## config.mk

```make
export PLATFORM = sky130hd
export DESIGN_NAME = simple_ask_uart_rx
export DESIGN_NICKNAME = d
export VERILOG_FILES = /design/src/rtl/simple_ask_uart_rx_pkg.sv /design/src/rtl/ask_uart_rx_fifo.sv /design/src/rtl/simple_ask_uart_rx.sv
export SDC_FILE = /design/constraint.sdc
export NUM_CORES = 1
export LEC_CHECK = 0
export ABC_CLOCK_PERIOD_IN_PS = 10320
export CAP_MARGIN = 20
export CORE_MARGIN = 4
export CORE_UTILIZATION = 25
export DETAILED_ROUTE_END_ITERATION = 8
export HOLD_SLACK_MARGIN = 0.02
export PLACE_DENSITY = 0.44
export SLEW_MARGIN = 20
export SYNTH_ARGS = -nofsm -noshare
export SYNTH_HDL_FRONTEND = slang
export SYNTH_HIERARCHICAL = 1
export SYNTH_SLANG_ARGS = --single-unit
```

## constraint.sdc

```tcl
create_clock -name clk -period 10.32 [get_ports clk]
set_clock_uncertainty 0.1 [all_clocks]
set_input_delay 2.064 -clock clk [delete_from_list [all_inputs] [get_ports clk]]
set_output_delay 2.064 -clock clk [all_outputs]
set_load 0.01 [all_outputs]
```

## src/rtl/simple_ask_uart_rx_pkg.sv

```systemverilog
// Shared definitions for the simple ASK UART receiver: FSM states, frame size, idle line level
// and the 2-of-3 vote used when bit decisions are majority-filtered.
package simple_ask_uart_rx_pkg;

   typedef enum logic [1:0] {
      ST_IDLE  = 2'd0,
      ST_START = 2'd1,
      ST_DATA  = 2'd2,
      ST_STOP  = 2'd3
   } rx_state_e;

   localparam int   UART_DATA_BITS = 8;
   localparam logic IDLE_LINE      = 1'b1;

   function automatic logic maj3(input logic a, input logic b, input logic c);
      return (a & b) | (a & c) | (b & c);
   endfunction

endpackage

```

## src/rtl/ask_uart_rx_fifo.sv

```systemverilog
// First-word-fall-through byte FIFO, depth 2**RX_SIZE; head shows 0 while empty.
module ask_uart_rx_fifo
#(
   parameter int RX_SIZE = 4
) (
   input  logic       clk,
   input  logic       rst,
   input  logic       push,
   input  logic [7:0] din,
   output logic       full,
   input  logic       pop,
   output logic [7:0] dout,
   output logic       empty
);

   localparam int               DEPTH   = 1 << RX_SIZE;
   localparam logic [RX_SIZE:0] DEPTH_C = (RX_SIZE+1)'(DEPTH);

   logic [7:0]         mem [DEPTH];
   logic [RX_SIZE-1:0] wr_ptr, rd_ptr;
   logic [RX_SIZE:0]   count;
   logic               do_push, do_pop;

   assign empty   = (count == '0);
   assign full    = (count == DEPTH_C);
   assign do_pop  = pop & ~empty;
   // A pop in the same cycle frees the slot being written, so a full FIFO still accepts.
   assign do_push = push & (~full | do_pop);
   assign dout    = empty ? 8'h00 : mem[rd_ptr];

   always_ff @(posedge clk) begin
      if (!rst) begin
         wr_ptr <= '0;
         rd_ptr <= '0;
         count  <= '0;
      end else begin
         if (do_push) wr_ptr <= wr_ptr + 1'b1;
         if (do_pop)  rd_ptr <= rd_ptr + 1'b1;
         case ({do_push, do_pop})
            2'b10:   count <= count + 1'b1;
            2'b01:   count <= count - 1'b1;
            default: count <= count;
         endcase
      end
   end

   always_ff @(posedge clk) begin
      if (do_push) mem[wr_ptr] <= din;
   end

endmodule

```

## src/rtl/simple_ask_uart_rx.sv

```systemverilog
// ASK UART receiver: slices 2-bit amplitude to a line bit, decodes 8N1 frames, buffers bytes on AXIS.
// Optional macro ASK_UART_RX_MAJORITY_EN: 2-of-3 vote around mid-bit, decision one cycle later.
module simple_ask_uart_rx
   import simple_ask_uart_rx_pkg::*;
#(
   parameter int         CLKDIV_RX  = 100,
   parameter logic [1:0] ASK_THRESH = 2'd1,
   parameter int         RX_SIZE    = 4
) (
   input  logic       clk,
   input  logic       rst,
   input  logic [1:0] ask_rx,
   output logic [7:0] o_tdata,
   output logic       o_tvalid,
   input  logic       o_tready,
   output logic       frame_err,
   output logic       overrun
);

   localparam int            CW   = $clog2(CLKDIV_RX);
   localparam logic [CW-1:0] MID  = CW'(CLKDIV_RX / 2);
   localparam logic [CW-1:0] LAST = CW'(CLKDIV_RX - 1);

   rx_state_e  state_q, state_d;
   logic       sync_p0, sync_p1, line_p2;
   logic [CW-1:0] cnt;
   logic [2:0] bit_idx;
   logic [7:0] shift_q;
   logic       fall, strobe, bit_val;
   logic       push_req, ferr_d;
   logic       fifo_push, fifo_full, fifo_empty;

   // Slicer + 2-FF synchroniser; line_p2 only serves start-edge detection.
   always_ff @(posedge clk) begin
      if (!rst) begin
         sync_p0 <= IDLE_LINE;
         sync_p1 <= IDLE_LINE;
         line_p2 <= IDLE_LINE;
      end else begin
         sync_p0 <= (ask_rx >= ASK_THRESH);
         sync_p1 <= sync_p0;
         line_p2 <= sync_p1;
      end
   end

   assign fall = line_p2 & ~sync_p1;

`ifdef ASK_UART_RX_MAJORITY_EN
   localparam logic [CW-1:0] MID_M1 = CW'(CLKDIV_RX / 2 - 1);
   localparam logic [CW-1:0] DECIDE = CW'(CLKDIV_RX / 2 + 1);
   logic s_m1, s_mid;

   always_ff @(posedge clk) begin
      if (cnt == MID_M1) s_m1  <= sync_p1;
      if (cnt == MID)    s_mid <= sync_p1;
   end

   assign bit_val = maj3(s_m1, s_mid, sync_p1);
`else
   localparam logic [CW-1:0] DECIDE = MID;
   assign bit_val = sync_p1;
`endif

   assign strobe = (state_q != ST_IDLE) && (cnt == DECIDE);

   always_comb begin
      state_d  = state_q;
      push_req = 1'b0;
      ferr_d   = 1'b0;
      case (state_q)
         ST_IDLE:  if (fall) state_d = ST_START;
         ST_START: if (strobe) state_d = bit_val ? ST_IDLE : ST_DATA;
         ST_DATA:  if (strobe && (bit_idx == 3'(UART_DATA_BITS - 1))) state_d = ST_STOP;
         ST_STOP: begin
            if (strobe) begin
               state_d  = ST_IDLE;
               push_req = bit_val;
               ferr_d   = ~bit_val;
            end
         end
         default:  state_d = ST_IDLE;
      endcase
   end

   // Counter free-runs modulo CLKDIV_RX from the start edge, keeping every decision at mid-bit.
   always_ff @(posedge clk) begin
      if (!rst) begin
         state_q   <= ST_IDLE;
         cnt       <= '0;
         bit_idx   <= '0;
         frame_err <= 1'b0;
         overrun   <= 1'b0;
      end else begin
         state_q   <= state_d;
         frame_err <= ferr_d;
         overrun   <= push_req & ~fifo_push;
         if (state_q == ST_IDLE) begin
            cnt     <= '0;
            bit_idx <= '0;
         end else begin
            cnt <= (cnt == LAST) ? '0 : cnt + 1'b1;
            if (state_q == ST_DATA && strobe) bit_idx <= bit_idx + 1'b1;
         end
      end
   end

   always_ff @(posedge clk) begin
      if (state_q == ST_DATA && strobe) shift_q <= {bit_val, shift_q[7:1]};
   end

   assign fifo_push = push_req & (~fifo_full | (o_tready & o_tvalid));
   assign o_tvalid  = ~fifo_empty;

   ask_uart_rx_fifo #(
      .RX_SIZE (RX_SIZE)
   ) u_fifo (
      .clk   (clk),
      .rst   (rst),
      .push  (fifo_push),
      .din   (shift_q),
      .full  (fifo_full),
      .pop   (o_tready),
      .dout  (o_tdata),
      .empty (fifo_empty)
   );

endmodule

```

-- Word-level counts from Yosys, hierarchy flattened
Memory sizes are Yosys's and may differ from the RTL's. A register that Yosys moved wholly into a read port is not among the register bits.
Cells that the tools add are included.
- latch bits: 0
- input bits: 5
- memories kept: 1
- bits in registers: 38
- memory bits (writable): 128
- bits in read-only memories: 0
- memories (memory ; words ; width ; read ports ; clocked after memory_dff ; wr ports ; line ; source):
    u_fifo.mem ; 16 ; 8 ; 1 ; 1 ; 1 ; ask_uart_rx_fifo.sv:19 ; logic [7:0] mem [DEPTH];
- reductions and logical operators: 11
- shift operators: 0
- order comparisons: 1
- muxes and demuxes: 14
- bitwise operators: 11
- $mul: 0
- add/subtract/negate cells: 6
- div/mod/pow operators: 0
- eq/ne operators: 13
- operators by type and width (cell ; number):
    2-bit 2-to-1 mux ; 5
    5-bit one-hot mux with 2 select lines ; 1
    4-bit by 1-bit adder with 4-bit output, second input constant ; 2
    4-bit 2-to-1 mux ; 2
    8-bit 2-to-1 mux ; 1
    2-bit inequality test, second input constant ; 4
    2-bit one-hot mux with 4 select lines ; 1
    7-bit by 1-bit adder with 7-bit output, second input constant ; 1
    7-bit by 6-bit equality test with 1-bit output, second input constant ; 1
    7-bit equality test, second input constant ; 1
    2-bit equality test, second input constant ; 3
    5-bit by 1-bit adder with 5-bit output, second input constant ; 1
    1-bit AND ; 5
    5-bit equality test, second input constant ; 1
    5-bit logical NOT ; 1
    1-bit inverter ; 5
    5-bit by 1-bit subtractor with 5-bit output, second input constant ; 1
    2-bit by 1-bit equality test with 1-bit output, second input constant ; 2
    1-bit 2-to-1 mux ; 4
    4-bit AND reduction ; 1
    2-bit nonzero test ; 2
    3-bit by 1-bit adder with 3-bit output, second input constant ; 1
    3-bit equality test, second input constant ; 1
    1-bit logical AND ; 3
    6 further kinds ; 6

-- Depth between registers and ports, before layout
- depth in word-level cells: 8
- depth in mapped cells: 14
- depth with buffers taken out: 13

-- Modules after synthesis
The synthesis kept the hierarchy.
- by module, submodules not included (module ; instances ; area each (sq um) ; cells each ; seq. area each (sq um)):
    ask_uart_rx_fifo ; 1 ; 5995.8 ; 330 ; 4184.0
    simple_ask_uart_rx ; 1 ; 993.5 ; 92 ; 580.6

-- Worst setup path after synthesis
OpenSTA, ideal clock, no wires.
- path kind: input port to flip-flop
- from: input port o_tready
- to: register u_fifo.count[4]
- slack: 5.969 ns
- path buffers: 1
- arrival: 4.188 ns
- cell stages on the path: 11
- cell sequence: nand2b_1 -> a2111oi_1 -> clkbuf_1 -> nor2b_1 -> o21ai_4 -> inv_2 -> ha_1 -> nand2b_1 -> a21oi_1 -> or4_1 -> nand4_1
- longest elaborated chain between the ends: 6
- RTL lines (element ; line ; source):
    start: declaration ; simple_ask_uart_rx.sv:15 ; input logic o_tready,
    1-bit AND (*) ; simple_ask_uart_rx.sv:111 ; assign fifo_push = push_req & (~fifo_full | (o_tready & o_tvalid));
    1-bit OR (*) ; simple_ask_uart_rx.sv:111 ;
    1-bit AND (*) ; simple_ask_uart_rx.sv:111 ;
    named net fifo_push ; simple_ask_uart_rx.sv:31 ; logic fifo_push, fifo_full, fifo_empty;
    1-bit AND (*) ; ask_uart_rx_fifo.sv:28 ; assign do_push = push & (~full | do_pop);
    2-bit by 1-bit equality test with 1-bit output / 2-bit equality test (equally long branches) ; ask_uart_rx_fifo.sv:39 ; case ({do_push, do_pop})
    5-bit one-hot mux with 2 select lines / 2-bit nonzero test (equally long branches) ; - ;
    end signal: assignment ; ask_uart_rx_fifo.sv:40 ; 2'b10: count <= count + 1'b1;
    end signal: assignment ; ask_uart_rx_fifo.sv:41 ; 2'b01: count <= count - 1'b1;
    end signal: assignment ; ask_uart_rx_fifo.sv:42 ; default: count <= count;
    end: declaration ; ask_uart_rx_fifo.sv:21 ; logic [RX_SIZE:0] count;
The timed path passes the listed nets; every way through them passes the cells marked *.
A chain may end at the register's enable or synchronous reset.

==> qor.csv <==
stage;metric;value;unit
global_routing;grt_max_degree;38;
flow_run;maxCapViolCount;0;
final_layout;multi_input_area;0.00210;mm^2
synth;yosysMostFrequentCell;edfxtp_1;
routing;via_per_inst;4.40;
final_layout;drive_gt1_share;17.3;%
placement;hpwl;9070;um
routing;drc;0;
final_layout;fill_cells;2668;
timing;worst_pin_slew;1010;ps
placement;port_buffers;15;
routing;firstDrtPassIters;4;
timing;setup_tns;0;ps
routing;wl;14200;um
synth;async_flop_share;0;%
final_layout;fin_util;29.7;%
synth;synth.area.top_cells;edfxtp_1 58%, mux4_2 10%, dfxtp_1 9.7%;
synth;yosys.area.top_type;edfxtp_1;
placement;place_inst;790;
synth;syn-num-nets;440;
synth;synth.top_cells.by_count;136 x edfxtp_1, 34 x dfxtp_1, 32 x mux4_2, 20 x nand2_1, 18 x and2_1;
timing;max-slew-margin-rel;32.8;%
synth;synth-xor-area-share;0.877;%
worst_hold_path;hold_class;flip-flop to flip-flop;
synth;synth-edff-count;136;
pwr;p_leak;2.51;nW
floorplan;die_area;0.0307;mm^2
synth;synthSimpleGateAreaFrac;8.43;%
routing;num_vias;3613;
clock_tree;cts_hold_buf;0;
synth;synthCells;422;
floorplan;die_y;175;um
timing;finalMaxSlewViolations;0;
setup_path;cp-end-kind;output pin;
setup_path;critPathMaxFanout;32;
timing;max_freq;194;MHz
clock_tree;post_cts_buffers;0;
final_layout;regArea;0.00477;mm^2
setup_path;path_class;flip-flop to output pin;
routing;ant_nets;0;
setup_path;cpPeakStageDelay;740;ps
synth;synth.top_cell.area_share;58.4;%
clock_tree;cts_resized;0;
synth;yosysSeqAreaShare;68.2;%
synth;ys_ff_latch;170;
floorplan;core;0.0273;mm^2
setup_path;regToRegSetupSlack;6460;ps
timing;hold_viol_final;0;
global_routing;overflow;0;
timing;finalCritPeriodShare;49.9;%
setup_path;path_cells;mux4_2, nor2b_1, a211oi_1, a211oi_1, clkdlybuf4s50_1;
synth;synth_top_family_by_area;multiplexers;
final_layout;area.growth.synth_to_final;15.7;%
final_layout;nets;455;
floorplan;rows;60;
final_layout;final_cells;822;
global_routing;grt_pass1_vias;3650;
clock_tree;cts-root-buf;clkbuf_16;
clock_tree;insertion_delay;420;ps
setup_path;critPathLaunchType;flip-flop;
placement;gp_congestion;0.743;
clock_tree;numCtsBuffers;17;
clock_tree;clock_path_buffers;2;
status;status;completed;
synth;synth_mux_area_share;12.6;%
timing;setup-violations-final;0;
global_routing;grt_usage;9.71;%
global_routing;antenna_found_initial;0;
timing;period_minus_slack;5150;ps
routing;drtIter0Drc;201;
floorplan;die_width;175;um
setup_path;critical_path.slowest_cell;dfxtp_4;
pwr;power_density;182;mW/mm^2
synth;synthDistinctLibCells;51;
global_routing;grt_pass1_wl;22400;um
synth;ys_warn_count;6;
floorplan;initial_core_util;25.6;%
floorplan;ios;16;
synth;synth_fa_ha_area_share;2.43;%
final_layout;final_area;0.00808;mm^2
timing;rsz0062_at_grt;no;
final_layout;n_antenna_cell;0;
synth;synth-compound-area-share;5.39;%
clock_tree;cts_tree;done;
setup_path;arrival;2990;ps
clock_tree;clock-sinks;170;
synth;syn_area_per_cell;16.6;um^2
placement;placed_area;0.00752;mm^2
routing;wl_per_cell;17.3;um
pwr;total_power;1.47;mW
synth;syn_area;0.00699;mm^2
setup_path;crit_path_frequent_cell;a211oi_1;
pwr;ir_drop;0.0840;mV
setup_path;worstPathRequired;8160;ps
clock_tree;clkTransAtPathRegs;70;ps
clock_tree;h-tree-depth;4;
synth;synthFlopType;edfxtp_1;
## placed cells by master (no fill, tap or decap), drive strengths merged, types with 3 or more instances in the layout
cell type	Yosys	layout
mux2i	16	16
nand2b	8	8
nor2b	12	12
edfxtp	136	136
dfxtp	34	34
clkinv	0	8
nand3	7	7
nor3	3	3
nand4	4	4
o21a	3	3
xnor2	5	5
o21ai	7	7
inv	11	15
and3	4	4
clkbuf	9	18
clkdlybuf4s50	0	15
nand2	20	20
a211oi	17	17
o22ai	3	3
a21oi	4	4
ha	12	12
mux4	32	32
nor2	18	18
and2	18	18
## path summary, 6_finish.rpt
path,from,endpoint,depth (start not counted)
max,flip-flop,o_tdata[7],5
min,sync_p0$_SDFF_PN1_,bit_val$_SDFF_PN1_,1
max reg2reg,u_fifo/count[0]$_SDFFE_PN0P_,u_fifo/count[4]$_SDFFE_PN0P_,11
min reg2reg,sync_p0$_SDFF_PN1_,bit_val$_SDFF_PN1_,1
## through the flow
step / worst slack, ps / hold WS [ps]
3_3_place_gp: 4770 / 295
2_1_floorplan: 5970 / 286
6_report: 5170 / 313
4_1_cts: 4730 / 317
5_1_grt: 4960 / 344
3_5_place_dp: 4620 / 302
## per-layer routing
metal	global-route usage [%]	part of all wire, %
met5	0	0
met3	2.79	3.7
met1	14.0	50
met2	14.2	45
met4	2.75	1.0
## state kept, by name (all words and copies together) (netlist names), named ones only
signal	count
bit_val	1
line_p2	1
frame_err	1
cnt	7
state_q	1
u_fifo/wr_ptr	4
u_fifo/mem	128
overrun	1
u_fifo/count	5
shift_q	8
u_fifo/rd_ptr	4
sync_p0	1
bit_idx	3
## power breakdown
group,internal (mW),total (mW),switching (mW)
Sequential,0.734,0.758,0.0243
Clock,0.313,0.582,0.269
Combinational,0.0662,0.130,0.0641
Total,1.11,1.47,0.358
## cell families (layout without fill, tap and decap cells)
kind of cell | count (synthesis) | in the layout
fa+ha+maj | 13 | 13
simple gates | 107 | 107
flops | 170 | 170
compound gates | 45 | 45
mux | 48 | 48
xor+xnor | 7 | 7
buf+inv | 32 | 60
## worst max-delay path, delay by kind of cell, from the launching register on
kind,cells,cell delay [ps]
buf+inv,1,530
flops,1,740
compound gates,2,520
simple gates,1,160
mux,1,600
## area by class of cell
cell class / instances / share of cell area [%]
multi-input combinational: 220 / 25.9
timing repair buffer: 17 / 2.04
clock buffer: 18 / 5.31
inverter: 11 / 0.511
tap: 372 / 5.76
sequential: 170 / 59.0
clock inverter: 14 / 1.45
No activity file was read; power rests on OpenSTA's default activity.
